File: src/rtl/sdram_slave_responder.sv
//------------------------------------------------------------------------------
// Module      : sdram_slave_responder
// Description : Avalon-MM style 16-bit memory responder with wait-state
//               insertion, pipelined read latency, transfer counters and a
//               sticky protocol-error flag.
// Revision    : 1.0 - initial release
//------------------------------------------------------------------------------
`default_nettype none

module sdram_slave_responder #(
    parameter int DEPTH        = 64,
    parameter int WAIT_CYCLES  = 1,
    parameter int READ_LATENCY = 2
) (
    input  logic        clk,
    input  logic        reset,
    input  logic [24:0] sdr_slave_address,
    input  logic [1:0]  sdr_slave_byteenable_n,
    input  logic        sdr_slave_chipselect,
    input  logic [15:0] sdr_slave_writedata,
    input  logic        sdr_slave_read_n,
    input  logic        sdr_slave_write_n,
    output logic [15:0] sdr_slave_readdata,
    output logic        sdr_slave_readdatavalid,
    output logic        sdr_slave_waitrequest,
    output logic [15:0] wr_count,
    output logic [15:0] rd_count,
    output logic        proto_err
);

    localparam int         c_AW   = $clog2(DEPTH);
    localparam logic [3:0] c_WAIT = 4'(WAIT_CYCLES);

    generate
        if ((DEPTH < 2) || ((1 << c_AW) != DEPTH)) begin : g_bad_depth
            $error("DEPTH must be a power of two, at least 2");
        end
        if ((WAIT_CYCLES < 0) || (WAIT_CYCLES > 15)) begin : g_bad_wait
            $error("WAIT_CYCLES must be in 0..15");
        end
        if ((READ_LATENCY < 1) || (READ_LATENCY > 8)) begin : g_bad_latency
            $error("READ_LATENCY must be in 1..8");
        end
    endgenerate

    logic [3:0]              r_cnt;
    logic [15:0]             r_mem [DEPTH];
    logic [READ_LATENCY-1:0] r_vld;
    logic [15:0]             r_data [READ_LATENCY];
    logic [15:0]             r_wr_count;
    logic [15:0]             r_rd_count;
    logic                    r_proto_err;

    logic                    w_req;
    logic                    w_wait;
    logic                    w_accept;
    logic                    w_wr;
    logic                    w_rd;
    logic                    w_proto;
    logic [c_AW-1:0]         w_idx;
    logic                    w_unused_addr;

    assign w_idx         = sdr_slave_address[c_AW-1:0];
    assign w_unused_addr = ^sdr_slave_address[24:c_AW];

    assign w_req    = sdr_slave_chipselect & (~sdr_slave_read_n | ~sdr_slave_write_n);
    // Holding reset in the expression keeps waitrequest high while in reset,
    // even for WAIT_CYCLES = 0.
    assign w_wait   = ~(reset & w_req & (r_cnt == c_WAIT));
    assign w_accept = w_req & ~w_wait;
    assign w_wr     = w_accept & ~sdr_slave_write_n;
    assign w_rd     = w_accept & sdr_slave_write_n & ~sdr_slave_read_n;
    assign w_proto  = w_wr & ~sdr_slave_read_n;

    // Saturating counter: a held request streams once it reaches WAIT_CYCLES.
    always_ff @(posedge clk or negedge reset) begin
        if (!reset) begin
            r_cnt <= '0;
        end else if (!w_req) begin
            r_cnt <= '0;
        end else if (r_cnt < c_WAIT) begin
            r_cnt <= r_cnt + 4'd1;
        end
    end

    // Storage is deliberately left out of reset so contents survive it.
    always_ff @(posedge clk) begin
        if (w_wr) begin
            if (!sdr_slave_byteenable_n[0]) begin
                r_mem[w_idx][7:0] <= sdr_slave_writedata[7:0];
            end
            if (!sdr_slave_byteenable_n[1]) begin
                r_mem[w_idx][15:8] <= sdr_slave_writedata[15:8];
            end
        end
    end

    // Data is captured at acceptance; empty slots carry zero so readdata is
    // zero whenever readdatavalid is low.
    always_ff @(posedge clk or negedge reset) begin
        if (!reset) begin
            r_vld <= '0;
            for (int i = 0; i < READ_LATENCY; i++) begin
                r_data[i] <= '0;
            end
        end else begin
            r_vld[0]  <= w_rd;
            r_data[0] <= w_rd ? r_mem[w_idx] : 16'h0000;
            for (int i = 1; i < READ_LATENCY; i++) begin
                r_vld[i]  <= r_vld[i-1];
                r_data[i] <= r_data[i-1];
            end
        end
    end

    always_ff @(posedge clk or negedge reset) begin
        if (!reset) begin
            r_wr_count  <= '0;
            r_rd_count  <= '0;
            r_proto_err <= 1'b0;
        end else begin
            if (w_wr) begin
                r_wr_count <= r_wr_count + 16'd1;
            end
            if (w_rd) begin
                r_rd_count <= r_rd_count + 16'd1;
            end
            if (w_proto) begin
                r_proto_err <= 1'b1;
            end
        end
    end

    assign sdr_slave_waitrequest   = w_wait;
    assign sdr_slave_readdatavalid = r_vld[READ_LATENCY-1];
    assign sdr_slave_readdata      = r_data[READ_LATENCY-1];
    assign wr_count                = r_wr_count;
    assign rd_count                = r_rd_count;
    assign proto_err               = r_proto_err;

endmodule

`default_nettype wire

File: config.mk
export PLATFORM = sky130hd
export DESIGN_NAME = sdram_slave_responder
export DESIGN_NICKNAME = d
export VERILOG_FILES = /design/src/rtl/sdram_slave_responder.sv
export SDC_FILE = /design/constraint.sdc
export NUM_CORES = 1
export LEC_CHECK = 0
export ABC_AREA = 0
export BUFFER_PORTS_ARGS = -buffer_cell sky130_fd_sc_hd__buf_2
export CAP_MARGIN = 20
export CORE_AREA = 2 2 419 421
export CTS_CLUSTER_DIAMETER = 50
export CTS_CLUSTER_SIZE = 28
export DETAILED_ROUTE_END_ITERATION = 16
export DIE_AREA = 0 0 421 423
export GPL_TIMING_DRIVEN = 0
export SYNTH_ARGS = -nofsm -noshare
export SYNTH_HDL_FRONTEND = slang
export SYNTH_SLANG_ARGS = --single-unit
File: constraint.sdc
create_clock -name clk -period 4 [get_ports clk]
set_clock_uncertainty 0.15 [all_clocks]
set_input_delay 0.2 -clock clk [delete_from_list [all_inputs] [get_ports clk]]
set_output_delay 0.2 -clock clk [all_outputs]
set_load 0.03 [all_outputs]
# After elaboration in Yosys (flattened, before gate mapping)
# Memory sizes are Yosys's and may differ from the RTL's.
# Cells that the tools add are included.
# W data, S select, Z words.
[word_totals]
ff_bits = 71
mem_bits_rw = 1024
inputBits = 48
elab_cells = 35
mem_count = 1
[classes]
n_addsub = 3
order_cmp = 1
n_eq_ne = 2
mux = 9
n_bitwise = 12
[mem_list]
columns = ["memory", "depth", "word_bits", "read_ports", "rd_clocked_by_memory_dff", "write_ports", "line", "text"]
rows = [
  ["r_mem", 64, 16, 1, 0, 1, "47", "logic [15:0] r_mem [DEPTH];"],
]
[op_table]
columns = ["op", "n"]
rows = [
  ["$add A16 B1 Y16 const B", 2],
  ["$mux W16", 1],
  ["$and A1 B1 Y1", 8],
  ["$mux W4", 2],
  ["$mux W1", 6],
  ["$add A4 B1 Y4 const B", 1],
  ["$eq A4 B1 Y1 const B", 1],
  ["$lt A4 B1 Y1 const B", 1],
  ["$not A1 Y1", 3],
  ["$ne A2 B1 Y1 const B", 1],
  ["$or A1 B1 Y1", 1],
]

# Depth between registers and ports, before layout
# Gate-level depths: netlist of the first run.
[logic_depth]
depth_word = 9
ltp_mapped = 10
depth_no_buf = 8

# Least setup slack after synthesis of the first run
# Ideal clock, no wire load.
[synth_timing]
path_kind = "register -> register"
startpoint = "register r_cnt[1]"
endpoint = "memory r_mem[13][0] (enable)"
setup_ns = 0.371
arrival_ns = 2.092
path_slack_ns = 1.388
path_stages_with_launch = 9
path_buffers = 1
period_less_slack_ns = 2.612
path_cell_list = "dfrtp_1 -> inv_1 -> ha_1 -> nor4bb_1 -> buf_2 -> nand2_1 -> nor2_1 -> nand3_1 -> nor2_1"
[synth_via]
elab_chain_len = 6
[synth_rtl]
columns = ["element", "line", "text"]
rows = [
  ["from (decl)", "46", "logic [3:0] r_cnt;"],
  ["from (signal assigned)", "82", "r_cnt <= r_cnt + 4'd1;"],
  ["$eq A4 B1 Y1", "69", "assign w_wait = ~(reset & w_req & (r_cnt == c_WAIT));"],
  ["$and A1 B1 Y1", "69", ""],
  ["$and A1 B1 Y1", "70", "assign w_accept = w_req & ~w_wait;"],
  ["$and A1 B1 Y1", "71", "assign w_wr = w_accept & ~sdr_slave_write_n;"],
  ["$mux W1", "88", "if (w_wr) begin"],
  ["$mux W1 (not written as such)", "90", "r_mem[w_idx][7:0] <= sdr_slave_writedata[7:0];"],
  ["to (decl)", "47", ""],
]
# No other way between the ends.

# Final worst setup path of the first run
[layout_timing]
startpoint = "register r_cnt[1]"
endpoint = "memory r_mem[23][8] (enable)"
[layout_via]
elab_chain_len = 6
[layout_rtl]
columns = ["element", "line", "text"]
rows = [
  ["$eq A4 B1 Y1", "69", ""],
  ["$and A1 B1 Y1", "69", ""],
  ["$and A1 B1 Y1", "70", ""],
  ["$and A1 B1 Y1", "71", ""],
  ["$mux W1", "88", ""],
  ["$mux W1 (not written as such)", "93", "r_mem[w_idx][15:8] <= sdr_slave_writedata[15:8];"],
]
# No other way between the ends.

==> results of run 1 <==
## area by class of cell
| cell class | instances | area (um2) | share of cell area (%) |
|---|---|---|---|
| flip-flops and latches | 1095 | 32500 | 63.3 |
| plain buffers | 176 | 1140 | 2.22 |
| diodes | 2 | 5.00 | 0.00974 |
| clock buffers | 113 | 2740 | 5.34 |
| multi-input cells | 1159 | 9770 | 19.0 |
| repair buffers | 134 | 1190 | 2.31 |
| clock inverters | 90 | 1060 | 2.06 |
| inverters | 15 | 60.1 | 0.117 |
| well taps | 2325 | 2910 | 5.66 |
## what timing repair did
item,in CTS,in global routing
setup endpoints to repair,177,621
hold buffers,22,2
resized for setup,29,66
setup buffers,0,0
pin swaps,0,0
hold endpoints to repair,498,58
## flip-flops by register name, indices dropped and copies added (netlist names)
name                count
r_mem                1024
r_data                 16
rd_count               16
sdr_slave_readdata     16
wr_count               16
r_cnt                   4
r_vld                   2
proto_err               1
## synth_stat cells, types with 8 or more instances
library cell and instances:
clkbuf_1 40, o32ai_1 11, a22oi_1 20, inv_1 13, o21ai_0 23, o221ai_1 82
buf_2 48, buf_4 53, o211ai_1 11, buf_1 8, o22ai_1 113, nand3b_1 8
dfrtp_1 71, nand4_1 15, or3b_2 15, nand3_1 41, edfxtp_1 1024, mux2_2 110
or3_1 10, mux4_2 95, a221oi_1 14, mux2i_1 59, nand2_1 81, a21oi_1 43
a211oi_1 18, o31ai_1 9, nor2_1 166, buf_6 22, o21ai_1 9, nor4_1 9
nor3_1 32, xnor2_1 25, nor2b_1 28, nand2b_1 8
## where the power goes
| part | switching, mW | internal, mW | total [mW] |
|---|---|---|---|
| Combinational | 1.37 | 0.513 | 1.89 |
| Clock | 5.05 | 5.81 | 10.9 |
| Sequential | 0.0425 | 12.6 | 12.6 |
| Total | 6.47 | 18.9 | 25.3 |
## layer usage
metal	track usage [%]	share of wire [%]
met2	26.4	42
met4	9.92	6.7
met5	0.457	0.15
met3	8.42	16
met1	22.8	36
## kinds of logic after synthesis
family	synth area share (%)
and+or+nand+nor	5.29
xor gates and xnor gates	0.628
adders and majority gates	0.145
muxes	9.31
AOI/OAI and AO/OA	6.58
DFF	75.3
buffers and inverters	2.77
## per-stage QoR
stage               instance area [um2]  setup TNS, ns  total power [mW]  hold WS, ns  setup slack [ns]
floorplan                         43200              0              13.6       -0.246              1.39
global placement                  46500        -736.50              14.5        0.185             -1.22
detailed placement                47000        -246.87              14.6        0.185            -0.552
CTS                               51100          -5.54              25.2        0.169            -0.118
global route                      51400         -46.75              25.7        0.205            -0.267
finish                            51400         -29.61              25.3        0.191            -0.274
## critical path, stage by stage, from the launching register on
cell	delay (ns)
dfrtp_1	0.38
inv_1	0.09
ha_1	0.15
nor4bb_1	0.24
buf_2	0.22
nand2_1	0.28
nor2_1	0.52
nand3_1	0.93
nor2_2	0.89
## worst min path at each step
stage | start | to
floorplan | reset | proto_err$_DFFE_PN0P_
finish | r_data[19]$_DFF_PN0_ | sdr_slave_readdata[3]$_DFF_PN0_
global route | r_data[17]$_DFF_PN0_ | sdr_slave_readdata[1]$_DFF_PN0_
detailed placement | r_data[31]$_DFF_PN0_ | sdr_slave_readdata[15]$_DFF_PN0_
CTS | sdr_slave_writedata[12] | r_mem[30][12]$_DFFE_PP_
global placement | r_data[23]$_DFF_PN0_ | sdr_slave_readdata[7]$_DFF_PN0_
==> summary.md, run 1 <==
| Metric | Value |
|---|---|
| Async S/R FF share, synth | `6.48%` |
| Final core utilization | `29.7%` |
| Synth Net Count | `2498` |
| Worst-path maximum fanout | `8` |
| Die H | `423 um` |
| Post-Route WL | `170000 um` |
| Fin nets | `2742` |
| Worst-margin pin slew | `1.31 ns` |
| F_max | `234 MHz` |
| Final hold vios | `0` |
| Via density per instance | `5.40` |
| Layout Cells excl Fill | `5109` |
| Synth-to-layout area growth | `18.9%` |
| Area contributors post-synth | `edfxtp_1, mux4_2, dfrtp_1` |
| Initial DRC count | `5353` |
| Leading area contributor after synthesis | `edfxtp_1` |
| Most frequent cells in the layout | `edfxtp_1, buf_2, o22ai_1` |
| DR WL/cell | `33.2 um` |
| HP Class | `reg2reg` |
| Initial antenna violation count | `21` |
| Peak VDD IR | `354 uV` |
| Clock sink count | `1095` |
| Slew Viols, Final | `0` |
| Die width | `421 um` |
| #FFs+latches synth | `1095` |
| Number of synthesized flops with an enable pin | `1024` |
| Post-layout min period | `4.27 ns` |
| Die area | `178000 um2` |
| FF-to-FF path depth | `8` |
| Crit path launch type | `register` |
| Netlist Area Pre-Place | `43200 um2` |
| Register area share after synthesis | `75.3%` |
| Longest Clk Path Bufs | `3` |
| Leakage power total | `16.3 nW` |
| Hpwl dp | `112000 um` |
| Routability Congestion | `1.05` |
| TritonCTS clock tree | `done` |
| Row cnt | `153` |
| R2r setup slk | `-0.27 ns` |
| Status | `finished with violations` |
| First-pass GRT wire length | `225000 um` |
| # DRC | `0` |
| Core area | `173000 um2` |
| Port bufs | `77` |
| Cells after DPL | `4873` |
| GR Overflow Total | `0` |
| H-Tree Depth | `3` |
| DRT antenna net count | `0` |
| Final setup fails | `304` |
| Post-synth cell types | `77` |
| Cell Pwr Density | `493 nW/um2` |
| Largest net degree at the start of global routing | `72` |
| IO Pins | `99` |
| Routed via count | `27600` |
| Initial Utilization | `24.9%` |
| Tcrit/Tclk final | `107%` |
| Clock-pin slew on the worst setup and hold paths | `0.07 ns` |
| Mean post-synth cell area | `17.7 um2` |
| Yosys top cell area share | `71.2%` |
| Clk root buf | `clkbuf_16` |
| Critical Path AT | `4.43 ns` |
| Critical path capture point | `r_mem[23][8]$_DFFE_PP_` |
| Critical path data required time | `4.16 ns` |
| DR pass1 iterations | `9` |
| Crit path kind | `reg2reg` |
| Worst Hold Depth | `0` |
| Post-Syn Instances | `2445` |
| Ratio of cells with drive above 1 in the final layout | `27.3%` |
| Max-slew headroom | `12.7%` |
| Synth Flop Type | `edfxtp_1` |
| Reg-to-Reg End | `r_mem[23][8]$_DFFE_PP_` |
| Critical Path Source | `r_cnt[1]$_DFFE_PN0P_` |
| Fin worst setup slack | `-0.274 ns` |
| Number of global-route vias before repair | `25700` |
| Synth warnings | `0` |
| Fillers | `17100` |
| Total CTS buffers | `108` |
| Total GRT Usage | `18.4%` |
| RSZ-0062 raised after global routing | `yes` |
| # Max-Cap Violations | `0` |
| Worst-Skew Late Latency | `0.76 ns` |
| CP endpoint kind | `register` |
| R2R Path Start | `r_cnt[1]$_DFFE_PN0P_` |
| Violated checks | `negative setup slack` |
| Commonest non-fill, non-tap cell in the layout | `edfxtp_1` |
No activity file was read; power rests on OpenSTA's default activity.
==> inputs of run 2 (changes only) <==
--- a/config.mk
+++ b/config.mk
@@ -8,12 +8,15 @@
 export ABC_AREA = 0
 export BUFFER_PORTS_ARGS = -buffer_cell sky130_fd_sc_hd__buf_2
 export CAP_MARGIN = 20
-export CORE_AREA = 2 2 419 421
+export CELL_PAD_IN_SITES_DETAIL_PLACEMENT = 1
+export CELL_PAD_IN_SITES_GLOBAL_PLACEMENT = 2
+export CORE_AREA = 2 2 313 315
 export CTS_CLUSTER_DIAMETER = 50
 export CTS_CLUSTER_SIZE = 28
 export DETAILED_ROUTE_END_ITERATION = 16
-export DIE_AREA = 0 0 421 423
+export DIE_AREA = 0 0 315 317
 export GPL_TIMING_DRIVEN = 0
+export PLACE_DENSITY_LB_ADDON = 0.1
 export SYNTH_ARGS = -nofsm -noshare
 export SYNTH_HDL_FRONTEND = slang
 export SYNTH_SLANG_ARGS = --single-unit
==> summary.md, run 2 (synthesized netlist as in run 1, its figures left out) <==
| Metric | Value |
|---|---|
| First-pass GRT wire length | `242000 um (+7.5%)` |
| Routed via count | `27900 (+1.1%)` |
| Die area | `99900 um2 (-44%)` |
| Clock sink count | `1095 (unchanged)` |
| Combinational share of power | `7.3% (about the same)` |
| Worst-margin pin slew | `1.51 ns (+0.197 ns)` |
| DR WL/cell | `44.4 um (+34%)` |
| CP peak stage delay | `0.92 ns (about the same)` |
| Sequential power share | `46.7% (-3.0 points)` |
| Ratio of cells with drive above 1 in the final layout | `29.9% (+2.6 points)` |
| Crit path launch type | `register` |
| Initial antenna violation count | `12 (-43%)` |
| Commonest non-fill, non-tap cell in the layout | `edfxtp_1` |
| Synth-to-layout area growth | `18.5%` |
| Clock-pin slew on the worst setup and hold paths | `0.06 ns (about the same)` |
| Clk root buf | `clkbuf_16` |
| Fillers | `8792 (-48%)` |
| H-Tree Depth | `4 (+1)` |
| DRT antenna net count | `0 (unchanged)` |
| Total CTS buffers | `131 (+21%)` |
| Peak VDD IR | `439 uV (+24%)` |
| Switching share of total power | `25.2% (-0.30 points)` |
| Clock power share | `46.0% (+3.1 points)` |
| Final hold vios | `0 (unchanged)` |
| CP endpoint kind | `register` |
| Worst-Skew Late Latency | `0.76 ns (about the same)` |
| Largest net degree at the start of global routing | `66 (-8.3%)` |
| Slew Viols, Final | `11 (+11)` |
| # DRC | `0 (unchanged)` |
| Post-layout min period | `4.21 ns (-0.0622 ns)` |
| DR pass1 iterations | `8 (-1)` |
| RSZ-0062 raised after global routing | `yes` |
| Top reg by flops | `r_mem` |
| Row cnt | `114 (-25%)` |
| Fin nets | `2770 (+1.0%)` |
| Register area | `32500 um2 (unchanged)` |
| Hpwl dp | `120000 um (+7.8%)` |
| Max reg flops | `1024 (unchanged)` |
| Pint | `20.2 mW (+6.9%)` |
| HP Class | `in2async` |
| Initial DRC count | `4589 (-14%)` |
| Total power | `27.0 mW (+6.5%)` |
| Die H | `317 um (-25%)` |
| Critical-path cell list | `inv_1 > ha_1 > nor4bb_1 > buf_2 > nand2_1 > nor2_1 > nand3_1 > nor2_2` |
| Final setup fails | `184 (-39%)` |
| Max-slew headroom | `-0.464% (-13 points)` |
| Switching pwr | `6.81 mW (+5.3%)` |
| Fin worst setup slack | `-0.212 ns (+0.0622 ns)` |
| Number of global-route vias before repair | `27300 (+6.4%)` |
| Leakage power total | `16.7 nW (+2.3%)` |
| Cell Pwr Density | `527 nW/um2 (+6.9%)` |
| Via density per instance | `6.79 (+26%)` |
| Die width | `315 um (-25%)` |
| Setup_tns | `-15.83 ns (+13.78 ns)` |
| GR Overflow Total | `0 (unchanged)` |
| Port bufs | `77 (unchanged)` |
| Status | `finished with violations` |
| Critical Path AT | `4.43 ns (about the same)` |
| Violated checks | `max-capacitance violations, max-slew violations, negative setup slack` |
| Routability Congestion | `1.01 (-4.1%)` |
| Post-Route WL | `182000 um (+7.4%)` |
| Critical path data required time | `4.22 ns (+0.06 ns)` |
| Initial Utilization | `44.9% (+20 points)` |
| Most frequent cells in the layout | `edfxtp_1, clkbuf_16, buf_2` |
| Tcrit/Tclk final | `105% (-1.6 points)` |
| Longest Clk Path Bufs | `3 (unchanged)` |
| Crit path kind | `reg2reg` |
| Worst-path maximum fanout | `8 (unchanged)` |
| Area of the multi-input gates | `10000 um2 (+2.8%)` |
| IO Pins | `99 (unchanged)` |
| Slowest cell on crit path | `nor2_2` |
| TritonCTS clock tree | `done` |
| # Max-Cap Violations | `1 (+1)` |
| FF-to-FF path depth | `8 (unchanged)` |
| Core area | `96300 um2 (-44%)` |
| F_max | `237 MHz (+1.5%)` |
| Total GRT Usage | `36.7% (+18 points)` |
[run 2: changes by cell type in the layout (fill, tap and decap cells not counted), moves of 4 or more]
cell,change
nand2_1,-4
clkinvlp_4,+7
inv_6,+8
clkbuf_16,+29
nor2_2,+16
nand3_1,-4
clkinv_4,-5
clkinv_1,+4
inv_8,-4
nand2_2,+4
buf_8,+5
nor2_4,+26
nor2_1,-42
[run 2: worst paths after layout]
kind,from,endpoint,slack (ns)
worst min-delay path,reset,sdr_slave_readdata[5]$_DFF_PN0_,0.04
min in group clk,r_data[22]$_DFF_PN0_,sdr_slave_readdata[6]$_DFF_PN0_,0.20
worst max register to register,r_cnt[1]$_DFFE_PN0P_,r_mem[52][10]$_DFFE_PP_,-0.21
worst min register to register,r_data[22]$_DFF_PN0_,sdr_slave_readdata[6]$_DFF_PN0_,0.20
max in group asynchronous,reset,r_data[16]$_DFF_PN0_,3.09
worst max-delay path,r_cnt[1]$_DFFE_PN0P_,r_mem[52][10]$_DFFE_PP_,-0.21
[run 2: power by group through the flow]
stage          logic (mW)  clock network [mW]  registers (mW)
2_1_floorplan       0.720                   0            12.9
3_3_place_gp         1.72                   0            12.9
3_5_place_dp         1.82                   0            12.9
4_1_cts              1.86                12.4            12.6
5_1_grt              1.96                12.9            12.6
6_report             1.96                12.4            12.6
[run 2: what timing repair did]
action | CTS | global route
setup endpoints to repair | 592 | 968
hold buffers | 22 | 2
endpoints found under the hold margin | 700 | 93
setup buffers | 0 | 0
resized for setup | 81 | 91
[run 2: critical path, delay by kind of cell, from the launching register on]
kind,cells,cell delay (ns)
fa+ha+maj,1,0.15
flops,1,0.38
simple gates,5,2.78
buf+inv,2,0.37
[run 2: final cells by class]
type | instances | share of cell area, %
flip-flops and latches | 1095 | 63.5
multi-input cells | 1159 | 19.6
clock buffers | 146 | 6.82
well taps | 1276 | 3.12
repair buffers | 139 | 2.53
plain buffers | 176 | 2.23
clock inverters | 94 | 2.00
inverters | 15 | 0.117
diodes | 4 | 0.0196
[run 2: layer usage]
metal | vias up | share of wire, % | track usage (%) | routed length, um
met5 | - | 0.058 | 0.521 | 106
met4 | 6 | 6.4 | 20.2 | 11600
met3 | 530 | 13 | 12.1 | 22900
met2 | 2167 | 44 | 53.9 | 79500
met1 | 14700 | 37 | 48.3 | 68200
li1 | 10400 | - | - | -
[run 2: per-stage QoR]
step                worst slack, ns  area [um2]  hold WS (ns)  util [%]  instances
floorplan                      1.39       43200        -0.246         -       2445
global placement              -1.39       45200         0.181      46.9       3798
detailed placement           -0.687       45800        -0.122      47.6       3833
CTS                          -0.398       50800        0.0379      52.7       4095
global route                 -0.329       51200         0.102      53.2       4100
finish                       -0.212       51200        0.0399      53.2       4104
